==> config.mk <==
export PLATFORM = sky130hd
export DESIGN_NAME = decode_dispatch_ctrl
export DESIGN_NICKNAME = d
export VERILOG_FILES = /design/src/rtl/decode_dispatch_ctrl.sv
export SDC_FILE = /design/constraint.sdc
export NUM_CORES = 1
export LEC_CHECK = 0
export ABC_AREA = 1
export BUFFER_PORTS_ARGS = -buffer_cell sky130_fd_sc_hd__buf_2
export CAP_MARGIN = 40
export CORE_ASPECT_RATIO = 0.7
export CORE_MARGIN = 1
export CORE_UTILIZATION = 46
export CTS_CLUSTER_SIZE = 40
export DETAILED_ROUTE_END_ITERATION = 6
export HOLD_SLACK_MARGIN = 0.1
export PLACE_DENSITY_LB_ADDON = 0.12
export SYNTH_ARGS = -nofsm -noshare
export SYNTH_HDL_FRONTEND = slang
export SYNTH_SLANG_ARGS = --single-unit
==> constraint.sdc <==
create_clock -name clk -period 1.7 [get_ports clk]
set_input_delay 0.085 -clock clk [delete_from_list [all_inputs] [get_ports clk]]
set_output_delay 0.085 -clock clk [all_outputs]
set_load 0.01 [all_outputs]
==> src/rtl/decode_dispatch_ctrl.sv <==
// Decode stage: latches the fetched word, decodes it, dispatches one execute FSM.
// Define DC_TIMEOUT_EN to bound the wait for the execute FSM by TIMEOUT cycles.
module decode_dispatch_ctrl #(
  parameter int WIDTH   = 32,
  parameter int REGW    = 5,
  parameter int TIMEOUT = 64
) (
  input  logic             clk,
  input  logic             reset,
  input  logic             go_dc,
  input  logic [WIDTH-1:0] ir,
  input  logic             alu_done,
  input  logic             load_done,
  input  logic             store_done,
  output logic             go_alu,
  output logic             go_load,
  output logic             go_store,
  output logic [REGW-1:0]  rd_sel,
  output logic [REGW-1:0]  rs_sel,
  output logic [REGW-1:0]  rt_sel,
  output logic [WIDTH-1:0] imm,
  output logic             busy,
  output logic             dc_done,
  output logic             illegal,
  output logic             timeout
);

  typedef enum logic [1:0] {
    S_IDLE,
    S_LATCH,
    S_WAIT,
    S_FINISH
  } state_t;

  localparam logic [5:0] OP_ALU   = 6'b100000;
  localparam logic [5:0] OP_LOAD  = 6'b011000;
  localparam logic [5:0] OP_STORE = 6'b011001;

  state_t           state_q, state_d;
  logic             go_dc_q, go_dc_d;
  logic [WIDTH-1:0] ir_q, ir_d;
  logic [REGW-1:0]  rd_q, rd_d;
  logic [REGW-1:0]  rs_q, rs_d;
  logic [REGW-1:0]  rt_q, rt_d;
  logic [WIDTH-1:0] imm_q, imm_d;
  logic             go_alu_q, go_alu_d;
  logic             go_load_q, go_load_d;
  logic             go_store_q, go_store_d;
  logic             busy_q, busy_d;
  logic             dc_done_q, dc_done_d;
  logic             illegal_q, illegal_d;
  logic             accept;
  logic             fin;
  logic [5:0]       opcode;

`ifdef DC_TIMEOUT_EN
  localparam int CW = (TIMEOUT > 1) ? $clog2(TIMEOUT) : 1;
  logic [CW-1:0] cnt_q, cnt_d;
  logic          timeout_q, timeout_d;
`endif

  assign accept = (state_q == S_IDLE) && go_dc && !go_dc_q;
  assign opcode = ir_q[31:26];
  // Only the done of the FSM we actually enabled counts.
  assign fin = (go_alu_q & alu_done) |
               (go_load_q & load_done) |
               (go_store_q & store_done);

  always_comb begin
    state_d    = state_q;
    go_dc_d    = go_dc;
    ir_d       = ir_q;
    rd_d       = rd_q;
    rs_d       = rs_q;
    rt_d       = rt_q;
    imm_d      = imm_q;
    go_alu_d   = go_alu_q;
    go_load_d  = go_load_q;
    go_store_d = go_store_q;
    busy_d     = busy_q;
    dc_done_d  = 1'b0;
    illegal_d  = illegal_q;
`ifdef DC_TIMEOUT_EN
    cnt_d      = cnt_q;
    timeout_d  = timeout_q;
`endif
    case (state_q)
      S_IDLE: begin
        if (accept) begin
          state_d   = S_LATCH;
          ir_d      = ir;
          illegal_d = 1'b0;
          busy_d    = 1'b1;
`ifdef DC_TIMEOUT_EN
          timeout_d = 1'b0;
`endif
        end
      end
      S_LATCH: begin
        rd_d  = ir_q[25:21];
        rs_d  = ir_q[20:16];
        rt_d  = ir_q[15:11];
        imm_d = {{(WIDTH-16){ir_q[15]}}, ir_q[15:0]};
`ifdef DC_TIMEOUT_EN
        cnt_d = '0;
`endif
        state_d = S_WAIT;
        case (opcode)
          OP_ALU:   go_alu_d   = 1'b1;
          OP_LOAD:  go_load_d  = 1'b1;
          OP_STORE: go_store_d = 1'b1;
          default: begin
            state_d   = S_FINISH;
            illegal_d = 1'b1;
            dc_done_d = 1'b1;
          end
        endcase
      end
      S_WAIT: begin
        if (fin) begin
          state_d    = S_FINISH;
          go_alu_d   = 1'b0;
          go_load_d  = 1'b0;
          go_store_d = 1'b0;
          dc_done_d  = 1'b1;
        end
`ifdef DC_TIMEOUT_EN
        else if (cnt_q == CW'(TIMEOUT - 1)) begin
          state_d    = S_FINISH;
          go_alu_d   = 1'b0;
          go_load_d  = 1'b0;
          go_store_d = 1'b0;
          dc_done_d  = 1'b1;
          timeout_d  = 1'b1;
        end else begin
          cnt_d = cnt_q + 1'b1;
        end
`endif
      end
      S_FINISH: begin
        state_d = S_IDLE;
        busy_d  = 1'b0;
      end
      default: state_d = S_IDLE;
    endcase
  end

  always_ff @(posedge clk or posedge reset) begin
    if (reset) begin
      state_q    <= S_IDLE;
      go_dc_q    <= 1'b1;
      ir_q       <= '0;
      rd_q       <= '0;
      rs_q       <= '0;
      rt_q       <= '0;
      imm_q      <= '0;
      go_alu_q   <= 1'b0;
      go_load_q  <= 1'b0;
      go_store_q <= 1'b0;
      busy_q     <= 1'b0;
      dc_done_q  <= 1'b0;
      illegal_q  <= 1'b0;
`ifdef DC_TIMEOUT_EN
      cnt_q      <= '0;
      timeout_q  <= 1'b0;
`endif
    end else begin
      state_q    <= state_d;
      go_dc_q    <= go_dc_d;
      ir_q       <= ir_d;
      rd_q       <= rd_d;
      rs_q       <= rs_d;
      rt_q       <= rt_d;
      imm_q      <= imm_d;
      go_alu_q   <= go_alu_d;
      go_load_q  <= go_load_d;
      go_store_q <= go_store_d;
      busy_q     <= busy_d;
      dc_done_q  <= dc_done_d;
      illegal_q  <= illegal_d;
`ifdef DC_TIMEOUT_EN
      cnt_q      <= cnt_d;
      timeout_q  <= timeout_d;
`endif
    end
  end

  assign go_alu   = go_alu_q;
  assign go_load  = go_load_q;
  assign go_store = go_store_q;
  assign rd_sel   = rd_q;
  assign rs_sel   = rs_q;
  assign rt_sel   = rt_q;
  assign imm      = imm_q;
  assign busy     = busy_q;
  assign dc_done  = dc_done_q;
  assign illegal  = illegal_q;
`ifdef DC_TIMEOUT_EN
  assign timeout  = timeout_q;
`else
  assign timeout  = 1'b0;
`endif

endmodule
; ---- Yosys cells after proc, flatten, opt, wreduce, memory -nomap -nowiden
; Cells that the tools add are included.
[word_totals]
rom_bits = 0
ramBits = 0
regBits = 72
word_cells = 64
n_memories = 0
out_inout_bits = 54
latchBits = 0
[classes]
n_eq_ne = 12
n_div = 0
muxes = 19
mul = 0
add_sub_neg = 0
n_shift = 0
reduce_logical = 15
bitwise_logic = 5
n_lt_le_gt_ge = 0
[ops]
columns = cell, n
row1 = $eq A6 B5 Y1 const B, 2
row2 = $ne A2 B2 Y1 const B, 6
row3 = $pmux W1 S2, 6
row4 = $reduce_and A3 Y1, 4
row5 = $mux W1, 10
row6 = $pmux W2 S4, 1
row7 = $eq A6 B6 Y1 const B, 1
row8 = $reduce_and A2 Y1, 3
row9 = $reduce_bool A2 Y1, 3
row10 = $eq A2 B2 Y1 const B, 2
row11 = $mux W2, 2
row12 = $and A1 B1 Y1, 3
row13 = $reduce_or A3 Y1, 1
row14 = $eq A2 B1 Y1 const B, 1
row15 = $logic_and A1 B1 Y1, 2
row16 = $logic_not A2 Y1, 1
row17 = $or A1 B1 Y1, 2
row18 = $logic_not A1 Y1, 1

; ---- Depth between registers and ports, before layout
; Gate-level depths: netlist of the first run.
[depth]
depth_word = 5
mapped_depth = 9
depth_no_buf = 9

; ---- Worst setup path after synthesis of the first run
; Ideal clock, no wire load.
[synth_path]
path_type = flip-flop to flip-flop
start = reg state_q[0]
end = reg state_q[0]
period_less_slack_ps = 1312
slack_ps = 388
path_stages_with_launch = 10
arrival_time_ps = 1191
setup_ps = 120
cell_sequence = dfrtp_1 -> inv_1 -> ha_1 -> nand3_2 -> nand2_1 -> inv_2 -> nor2_4 -> nand2_1 -> nand2_1 -> nand2_1
[synth_via]
elab_chain_cells = 5
elab_cells_between_ends = 10
[synth_lines]
columns = item, line_no
row1 = from (decl), 39  ; state_t state_q, state_d;
row2 = from (signal assigned), 168  ; state_q <= state_d;
row3 = $logic_not A2 Y1, "62, 87"
row4 = $logic_and A1 B1 Y1 (2 in a row), 62  ; assign accept = (state_q == S_IDLE) && go_dc && !go_dc_q;
row5 = $ne A2 B2 Y1 (no line), --
row6 = $reduce_and A2 Y1 (no line), --
; Several ways; a longest one is shown, not always the timed one.
; A chain may end at the register's enable or synchronous reset.

; ---- Final worst setup path of the first run
[layout_path]
start = reg state_q[1]
end = reg go_alu_q (netlist: go_alu)
[layout_via]
elab_chain_cells = 3
elab_cells_between_ends = 7
[layout_lines]
columns = item, line_no
row1 = $eq A2 B1 Y1 / $eq A2 B2 Y1 (equally long branches), 87  ; case (state_q)
row2 = $ne A2 B2 Y1 (no line) / $reduce_bool A2 Y1 (equally long branches), --
row3 = $reduce_and A3 Y1 (no line), --
row4 = to (signal assigned), 175  ; go_alu_q <= go_alu_d;
row5 = to (decl), 46  ; logic go_alu_q, go_alu_d;
; Several ways; a longest one is shown, not always the timed one.

==> results of run 1 <==
==> state kept, by name, indices dropped and copies added, names as in the netlist <==
signal / flops
go_store: 1
dc_done: 1
go_alu: 1
rt_sel: 4
illegal: 1
ir_q: 32
busy: 1
rs_sel: 5
rd_sel: 5
state_q: 2
imm: 12
go_load: 1
go_dc_q: 1
==> final cells by class <==
cell class | instances | area (um2)
Clock buffer | 10 | 128
Clock inverter | 6 | 32.5
Fill cell | 539 | 2130
Inverter | 14 | 56.3
Multi-Input combinational cell | 223 | 925
Sequential cell | 67 | 1680
Tap cell | 75 | 93.8
Timing Repair Buffer | 132 | 888
==> layer usage <==
metal / vias up / wire (um) / GRT usage [%]
li1: 1215 / - / -
met1: 1088 / 2970 / 25.7
met3: 7 / 365 / 7.16
met4: 0 / 44 / 6.34
met2: 78 / 2990 / 34.3
met5: - / 0 / 0
==> layout by cell type (no fill, tap or decap) <==
cell / count
a21boi_0: 1
a21oi_1: 2
buf_12: 3
buf_2: 90
buf_4: 5
clkbuf_1: 1
clkbuf_8: 9
clkinv_2: 5
clkinvlp_4: 2
conb_1: 1
dfrtp_1: 66
dfstp_2: 1
dlygate4sd3_1: 34
ha_1: 5
inv_1: 10
inv_2: 3
nand2_1: 187
nand3_1: 7
nand3_2: 1
nand4_1: 2
nor2_1: 8
nor2_4: 1
o21ai_0: 8
==> worst max-delay path: stages, from the launching register on <==
cell and delay (ps):
dfrtp_1 410, inv_1 130, ha_1 380, nand2_1 140
nand2_1 150, nand2_1 80, nand2_1 70, o21ai_0 70
==> power by group through the flow <==
stage	Clock (mW)	Combinational (mW)	Sequential, mW
global placement	0	2.47	2.72
CTS	1.14	2.60	2.72
detailed placement	0	2.53	2.73
global route	1.21	2.93	2.81
floorplan	0	1.75	2.82
finish	1.09	2.57	2.72
==> how the worst min path moves through the flow <==
stage          depth (start not counted)  slack [ps]       start        to
2_1_floorplan                          0          90       go_dc   go_dc_q
3_5_place_dp                           2         150       reset  ir_q[29]
4_1_cts                                5         190  store_done   dc_done
6_report                               5         210  store_done   dc_done
3_3_place_gp                           2         140       reset  ir_q[29]
5_1_grt                                5         260  store_done   dc_done
==> cell families (layout without fill, tap and decap cells) <==
logic type / Yosys count / count (layout) / synth area share [%]
fa+ha+maj: 5 / 5 / 2.14
other cells: 1 / 1 / 0.129
buf+inv: 49 / 162 / 10.8
compound gates: 11 / 11 / 1.97
flops: 67 / 67 / 57.5
simple gates: 206 / 206 / 27.4
==> results.ini, run 1 <==
[status]
outcome = finished clean

[floorplanning]
core-area_um2 = 5930
io_pins = 92
fp.dieW_um = 97.2
initial_core_util_pct = 49.2
die_h_um = 68.6
num_rows = 23
dieArea_um2 = 6670

[routing]
wl_per_cell_um = 12.1
ant_nets = 0
drc = 0
vias = 2388
dr.pass1.iters = 4
drt-total-wl_mm = 6.37
drt_iter0_drc = 111
via_per_inst = 4.53

[logic_synthesis]
async_reset_ff_share_pct = 100
synth_top_cell_by_area = dfrtp_1
synth_area_per_cell_um2 = 8.61
syn_area_um2 = 2920
syn-instance-count = 339
synth_top_area_share_pct = 56.6
synth_edf_count = 0
yosysWarnings = 0
syn-num-nets = 382
synth_cell_types = 19
seq_area_frac_synth_pct = 57.5
ys_seq_elements = 67
synth_common_cells = nand2_1, dfrtp_1, buf_4, inv_1
synthTopCellsByArea = dfrtp_1, nand2_1, buf_4
synth_ff_type = dfrtp_1
yosysMostFrequentCell = nand2_1

[pwr]
p_per_area_nw_per_um2 = 1680
intPower_mw = 3.85
power.switching_mw = 2.53
peakVddDrop_mv = 0.843
static-leakage-power_nw = 2.18
sequentialPowerShare_pct = 42.7
power_mw = 6.38
power_frac_clock_pct = 17.1
switching_share_pct = 39.7
pwr-share-comb_pct = 40.2

[setup_path]
startpoint = state_q[1]
critical_path_arrival_ps = 1780
crit_type = register to register
crit_path_max_fanout = 9
worstPathRequired_ps = 1920
critPathCaptureType = register
r2r_start = state_q[1]
worst_r2r_path_depth = 7
r2r_slack_ps = 150
start_kind = register
rr_endpoint = go_alu
endpoint = go_alu

[sta]
holdWs_ps = 210
hold_viol_final = 0
period_minus_slack_ps = 1550
worst_pin_slew_ps = 498
rsz0062_at_grt = no
relSlewSlack_pct = 66.7
post-route-period-util_pct = 91.4
finalSetupViolCount = 0
finClkSkew_ps = 8.05
finalMaxSlewViolations = 0
max_freq_mhz = 644
tns_ps = 0
fin_ws_ps = 146

[layout]
drive_above_1_share_pct = 26.5
final_util_pct = 64.1
area_growth_pct = 30.3
finalInstanceArea_um2 = 3800
finalNonFillerCells = 527
final_net_count = 490
antennaDiodeCount = 0

[grt]
grt_pass1_vias = 2196
antenna_found_initial = 0
grt_max_degree = 33
grt.total_usage_pct = 20.6
overflow = 0
grt_pass1_wl_mm = 10.3

[clocking]
cts_resized = 0
clock_latency_ps = 340
root_buffer = clkbuf_8
hold_buffers = 34
cts_tree = yes
cts_buffers = 9
clkTransAtPathRegs_ps = 70
clock_sinks = 67
htreeDepth = 3
clk_path_buf_depth = 2
cts_setup_buffers = 0

[placed_design]
place_area_um2 = 3300
gp_congestion = 0.796
port_buffers = 90
dp_slack_ps = 181
dp_cells = 477
hpwlAfterDp_mm = 4.23

[worst_hold_path]
hold_path.class = primary input to register

[run]
drv_cap = 0

No activity file was read; power rests on OpenSTA's default activity.
==> run 2: changes to the inputs <==
--- a/config.mk
+++ b/config.mk
@@ -10,7 +10,7 @@
 export CAP_MARGIN = 40
 export CORE_ASPECT_RATIO = 0.7
 export CORE_MARGIN = 1
-export CORE_UTILIZATION = 46
+export CORE_UTILIZATION = 49
 export CTS_CLUSTER_SIZE = 40
 export DETAILED_ROUTE_END_ITERATION = 6
 export HOLD_SLACK_MARGIN = 0.1
==> constraint.sdc (replaced) <==
create_clock -name clk -period 1.6 [get_ports clk]
set_input_delay 0.08 -clock clk [delete_from_list [all_inputs] [get_ports clk]]
set_output_delay 0.08 -clock clk [all_outputs]
set_load 0.01 [all_outputs]
==> run 2 against run 1 <==
Against the previous run:
- die area is 6.0% lower
- critical endpoint is now state_q[0]
- via count rose by 0.17%
- critical path type unchanged
- maximum frequency up 4.7%
==> results.ini, run 2 (synthesis results as in run 1) <==
[setup_path]
worstPathRequired_ps = 1820  ; was 1920 ps
startpoint = state_q[0]  ; was state_q[1]
crit_type = register to register  ; unchanged
crit_path_max_fanout = 5  ; was 9
critPathCaptureType = register  ; unchanged
critical_path_arrival_ps = 1710  ; was 1780 ps
r2r_start = state_q[0]  ; was state_q[1]
start_kind = register  ; unchanged

[placed_design]
dp_slack_ps = 72.3  ; was 181 ps
port_buffers = 90  ; unchanged
place_area_um2 = 3300  ; unchanged
dp_cells = 477  ; unchanged
hpwlAfterDp_mm = 3.90  ; was 4.23 mm
gp_congestion = 0.743  ; was 0.796

[sta]
finalMaxSlewViolations = 0  ; unchanged
max_freq_mhz = 674  ; was 644 MHz
finClkSkew_ps = 5.02  ; was 8.05 ps
fin_ws_ps = 116  ; was 146 ps
finalSetupViolCount = 0  ; unchanged
hold_viol_final = 0  ; unchanged
rsz0062_at_grt = no  ; unchanged
post-route-period-util_pct = 92.8  ; was 91.4%
holdWs_ps = 229  ; was 210 ps
tns_ps = 0  ; unchanged
period_minus_slack_ps = 1480  ; was 1550 ps

[routing]
via_per_inst = 4.54  ; was 4.53
wl_met1_mm = 3.06  ; was 2.97 mm
dr.pass1.iters = 4  ; unchanged
wl_per_cell_um = 11.6  ; was 12.1 um
wl_met2_mm = 2.65  ; was 2.99 mm
ant_nets = 0  ; unchanged
drt-total-wl_mm = 6.12  ; was 6.37 mm
drc = 0  ; unchanged
drt_iter0_drc = 149  ; was 111
wl_met3_um = 342  ; was 365 um
vias = 2392  ; was 2,388
maxUsedRoutingLayer = met4  ; unchanged

[layout]
drive_above_1_share_pct = 27.4  ; was 26.5%
fillerInstances = 503  ; was 539
final_common_cell = nand2_1  ; unchanged
final_net_count = 490  ; unchanged
final_util_pct = 67.1  ; was 64.1%
antennaDiodeCount = 0  ; unchanged
seq_area_um2 = 1680  ; unchanged
final_cell_mix = nand2_1, buf_2, dfrtp_1  ; unchanged
finalInstanceArea_um2 = 3840  ; was 3800 um2
finalNonFillerCells = 527  ; unchanged
multi_input_area_um2 = 932  ; was 925 um2
largest_reg_flops = 32  ; unchanged
area_growth_pct = 31.8  ; was 30.3%
largest_register = ir_q  ; unchanged

[worst_hold_path]
hold_path.class = primary input to register  ; unchanged
hold_path_startpoint = store_done  ; unchanged

[pwr]
p_per_area_nw_per_um2 = 1820  ; was 1680 nW/um2
peakVddDrop_mv = 1.05  ; was 0.843 mV
static-leakage-power_nw = 2.19  ; was 2.18 nW
power_mw = 6.99  ; was 6.38 mW

[floorplanning]
dieArea_um2 = 6270  ; was 6670 um2
core-area_um2 = 5730  ; was 5930 um2
io_pins = 92  ; unchanged
num_rows = 23  ; unchanged
die_h_um = 66.6  ; was 68.6 um
fp.dieW_um = 94.2  ; was 97.2 um
initial_core_util_pct = 51.0  ; was 49.2%

[run]
drv_cap = 0  ; unchanged

[clocking]
cts_tree = yes  ; unchanged
root_buffer = clkbuf_8  ; unchanged
cts_buffers = 9  ; unchanged
clock_latency_ps = 330  ; was 340 ps
clk_path_buf_depth = 2  ; unchanged
clock_sinks = 67  ; unchanged
htreeDepth = 3  ; unchanged
clkTransAtPathRegs_ps = 70  ; about the same

[grt]
grt_pass1_vias = 2215  ; was 2,196
grt.total_usage_pct = 21.3  ; was 20.6%
grt_max_degree = 68  ; was 33
antenna_found_initial = 0  ; unchanged
grt_pass1_wl_mm = 9.94  ; was 10.3 mm
overflow = 0  ; unchanged

[status]
outcome = finished clean  ; unchanged

run 2: layer usage:
metal  global-route usage [%]  up-vias
met5                        0        -
met4                     5.38        0
met3                     8.45        7
met2                     33.0       74
met1                     28.1     1094
li1                         -     1217
run 2: final timing paths:
path / endpoint / slack [ps] / depth (start not counted)
worst min register to register: imm[0] / 470 / 2
worst min-delay path: dc_done / 230 / 5
max in group asynchronous: go_dc_q / 900 / 4
worst max register to register: state_q[0] / 120 / 9
worst max-delay path: state_q[0] / 120 / 9
min in group asynchronous: ir_q[23] / 370 / 4
run 2: worst max-delay path, stage by stage, from the launching register on:
cell	delay, ps
dfrtp_1	380
inv_1	120
ha_2	230
nand3_2	160
nand2_2	130
inv_2	50
nor2_4	120
nand2_1	60
nand2_1	60
nand2_1	50
run 2: what timing repair did:
| item | CTS | global route |
|---|---|---|
| resized for setup | 0 | 6 |
| buffers inserted | 0 | 0 |
| hold buffers | 34 | 0 |
| endpoints found under the setup margin | 0 | 39 |
| endpoints found under the hold margin | 99 | 0 |
run 2: where the power goes:
| group | leakage [nW] | switching, mW | internal [mW] | total, mW |
|---|---|---|---|---|
| clock network | 0.0991 | 0.613 | 0.754 | 1.37 |
| registers | 0.842 | 0.417 | 2.44 | 2.86 |
| logic | 1.25 | 1.64 | 1.13 | 2.77 |
| total | 2.19 | 2.67 | 4.32 | 6.99 |
run 2: cell type report:
class                      instances  share of cell area, %
tap                               75                   2.44
inverter                          14                   1.53
multi-input combinational        223                   24.2
clock buffer                      11                   3.68
sequential                        67                   43.6
clock inverter                     5                   1.37
timing repair buffer             132                   23.1
==> run 3: changes to the inputs <==
--- a/config.mk
+++ b/config.mk
@@ -14,7 +14,7 @@
 export CTS_CLUSTER_SIZE = 40
 export DETAILED_ROUTE_END_ITERATION = 6
 export HOLD_SLACK_MARGIN = 0.1
-export PLACE_DENSITY_LB_ADDON = 0.12
+export PLACE_DENSITY = 0.76
 export SYNTH_ARGS = -nofsm -noshare
 export SYNTH_HDL_FRONTEND = slang
 export SYNTH_SLANG_ARGS = --single-unit
==> constraint.sdc (replaced) <==
create_clock -name clk -period 1.8 [get_ports clk]
set_input_delay 0.09 -clock clk [delete_from_list [all_inputs] [get_ports clk]]
set_output_delay 0.09 -clock clk [all_outputs]
set_load 0.01 [all_outputs]
==> run 3 against run 2 <==
Against the previous run:
- sequential share of layout area is 0.55 points higher
- maximum frequency shrank 4.5%
- clock power fell by 12%
- power down 12%
- largest cell class unchanged
- count of clock-buffer cells in the layout up 3
- via count is 1.3% higher
==> results.ini, run 3 (synthesis results as in run 1) <==
[routing]
drt_iter0_drc = 127  ; was 149
wl_met1_mm = 2.87  ; was 3.06 mm
wl_met3_um = 420  ; was 342 um
vias = 2424  ; was 2,392
wl_met2_mm = 2.78  ; was 2.65 mm
drc = 0  ; unchanged
wl_per_cell_um = 11.8  ; was 11.6 um
via_per_inst = 4.62  ; was 4.54
drt-total-wl_mm = 6.18  ; was 6.12 mm
maxUsedRoutingLayer = met4  ; unchanged
dr.pass1.iters = 4  ; unchanged
ant_nets = 0  ; unchanged

[layout]
antennaDiodeCount = 0  ; unchanged
fillerInstances = 491  ; was 503
largest_register = ir_q  ; unchanged
drive_above_1_share_pct = 25.6  ; was 27.4%
final_net_count = 488  ; was 490
final_cell_mix = nand2_1, buf_2, dfrtp_1  ; unchanged
final_common_cell = nand2_1  ; unchanged
area_growth_pct = 30.1  ; was 31.8%
finalInstanceArea_um2 = 3800  ; was 3840 um2
largest_reg_flops = 32  ; unchanged

[clocking]
cts_buffers = 9  ; unchanged
cts_tree = yes  ; unchanged
cts_setup_buffers = 0  ; unchanged
root_buffer = clkbuf_8  ; unchanged
clkTransAtPathRegs_ps = 70  ; about the same
clock_sinks = 67  ; unchanged
clock_latency_ps = 340  ; was 330 ps
clk_path_buf_depth = 2  ; unchanged
hold_buffers = 34  ; unchanged
htreeDepth = 3  ; unchanged
cts_resized = 0  ; unchanged

[floorplanning]
dieArea_um2 = 6270  ; unchanged
num_rows = 23  ; unchanged
core-area_um2 = 5730  ; unchanged
initial_core_util_pct = 51.0  ; unchanged
fp.dieW_um = 94.2  ; unchanged
die_h_um = 66.6  ; unchanged
io_pins = 92  ; unchanged

[setup_path]
critical_path_arrival_ps = 1820  ; was 1710 ps
critPathCaptureType = register  ; unchanged
worstPathRequired_ps = 2060  ; was 1820 ps
crit_path_max_fanout = 27  ; was 5
crit_type = register to register  ; unchanged
start_kind = register  ; unchanged

[sta]
tns_ps = 0  ; unchanged
rsz0062_at_grt = no  ; unchanged
holdWs_ps = 227  ; was 229 ps
finClkSkew_ps = 5.66  ; was 5.02 ps
hold_viol_final = 0  ; unchanged
post-route-period-util_pct = 86.3  ; was 92.8%
finalSetupViolCount = 0  ; unchanged
max_freq_mhz = 643  ; was 674 MHz
finalMaxSlewViolations = 0  ; unchanged
period_minus_slack_ps = 1550  ; was 1480 ps

[worst_hold_path]
hold_path.class = primary input to register  ; unchanged

[placed_design]
hpwlAfterDp_mm = 3.88  ; was 3.90 mm
place_area_um2 = 3270  ; was 3300 um2
port_buffers = 90  ; unchanged
gp_congestion = 0.765  ; was 0.743

[grt]
grt.total_usage_pct = 22.2  ; was 21.3%
overflow = 0  ; unchanged
grt_max_degree = 68  ; unchanged
antenna_found_initial = 0  ; unchanged
grt_pass1_vias = 2300  ; was 2,215
grt_pass1_wl_mm = 10.3  ; was 9.94 mm

[pwr]
static-leakage-power_nw = 2.18  ; was 2.19 nW
peakVddDrop_mv = 0.817  ; was 1.05 mV
p_per_area_nw_per_um2 = 1620  ; was 1820 nW/um2

[status]
outcome = finished clean  ; unchanged

[run]
drv_cap = 0  ; unchanged

==> run 3: area by class of cell <==
| type | instances | area (um2) | area share [%] |
|---|---|---|---|
| Sequential cell | 67 | 1680 | 44.2 |
| Clock inverter | 2 | 35.0 | 0.923 |
| Clock buffer | 14 | 153 | 4.02 |
| Multi-Input combinational cell | 223 | 925 | 24.3 |
| Inverter | 14 | 52.6 | 1.38 |
| Tap cell | 75 | 93.8 | 2.47 |
| Timing Repair Buffer | 130 | 861 | 22.7 |
==> run 3: power breakdown <==
group	internal (mW)	total (mW)	switching, mW
registers	2.17	2.57	0.402
logic	0.936	2.36	1.42
clock network	0.678	1.21	0.532
total	3.78	6.14	2.36
==> run 3: path summary, 6_finish.rpt <==
kind / from / endpoint / slack [ps] / depth (start not counted)
max: state_q[1] / illegal / 250 / 6
min: store_done / dc_done / 230 / 5
max reg2reg: state_q[1] / illegal / 250 / 6
min reg2reg: imm[3] / imm[3] / 470 / 2
max in group asynchronous: reset / go_dc_q / 1110 / 4
min in group asynchronous: reset / rd_sel[2] / 370 / 4
==> run 3: per-stage QoR <==
stage	util [%]	power [mW]	setup WS [ps]	cells
after floorplan	-	4.31	28.5	339
after global placement	57.1	4.80	351	475
after detailed placement	57.1	4.90	275	475
after CTS	66.3	6.19	251	525
after global routing	66.3	6.70	95.6	525
final	66.3	6.14	246	525
==> run 3: layer usage <==
metal  track usage [%]  up-vias
met5                 0        -
met3              6.96       14
met4              9.23        0
li1                  -     1213
met2              34.6       90
met1              28.9     1107
==> run 3: worst max-delay path, cell delays in order (launching register included) <==
cell,delay [ps]
dfrtp_1,400
inv_1,150
ha_1,330
inv_2,250
nand3_1,160
inv_1,60
a21oi_1,130
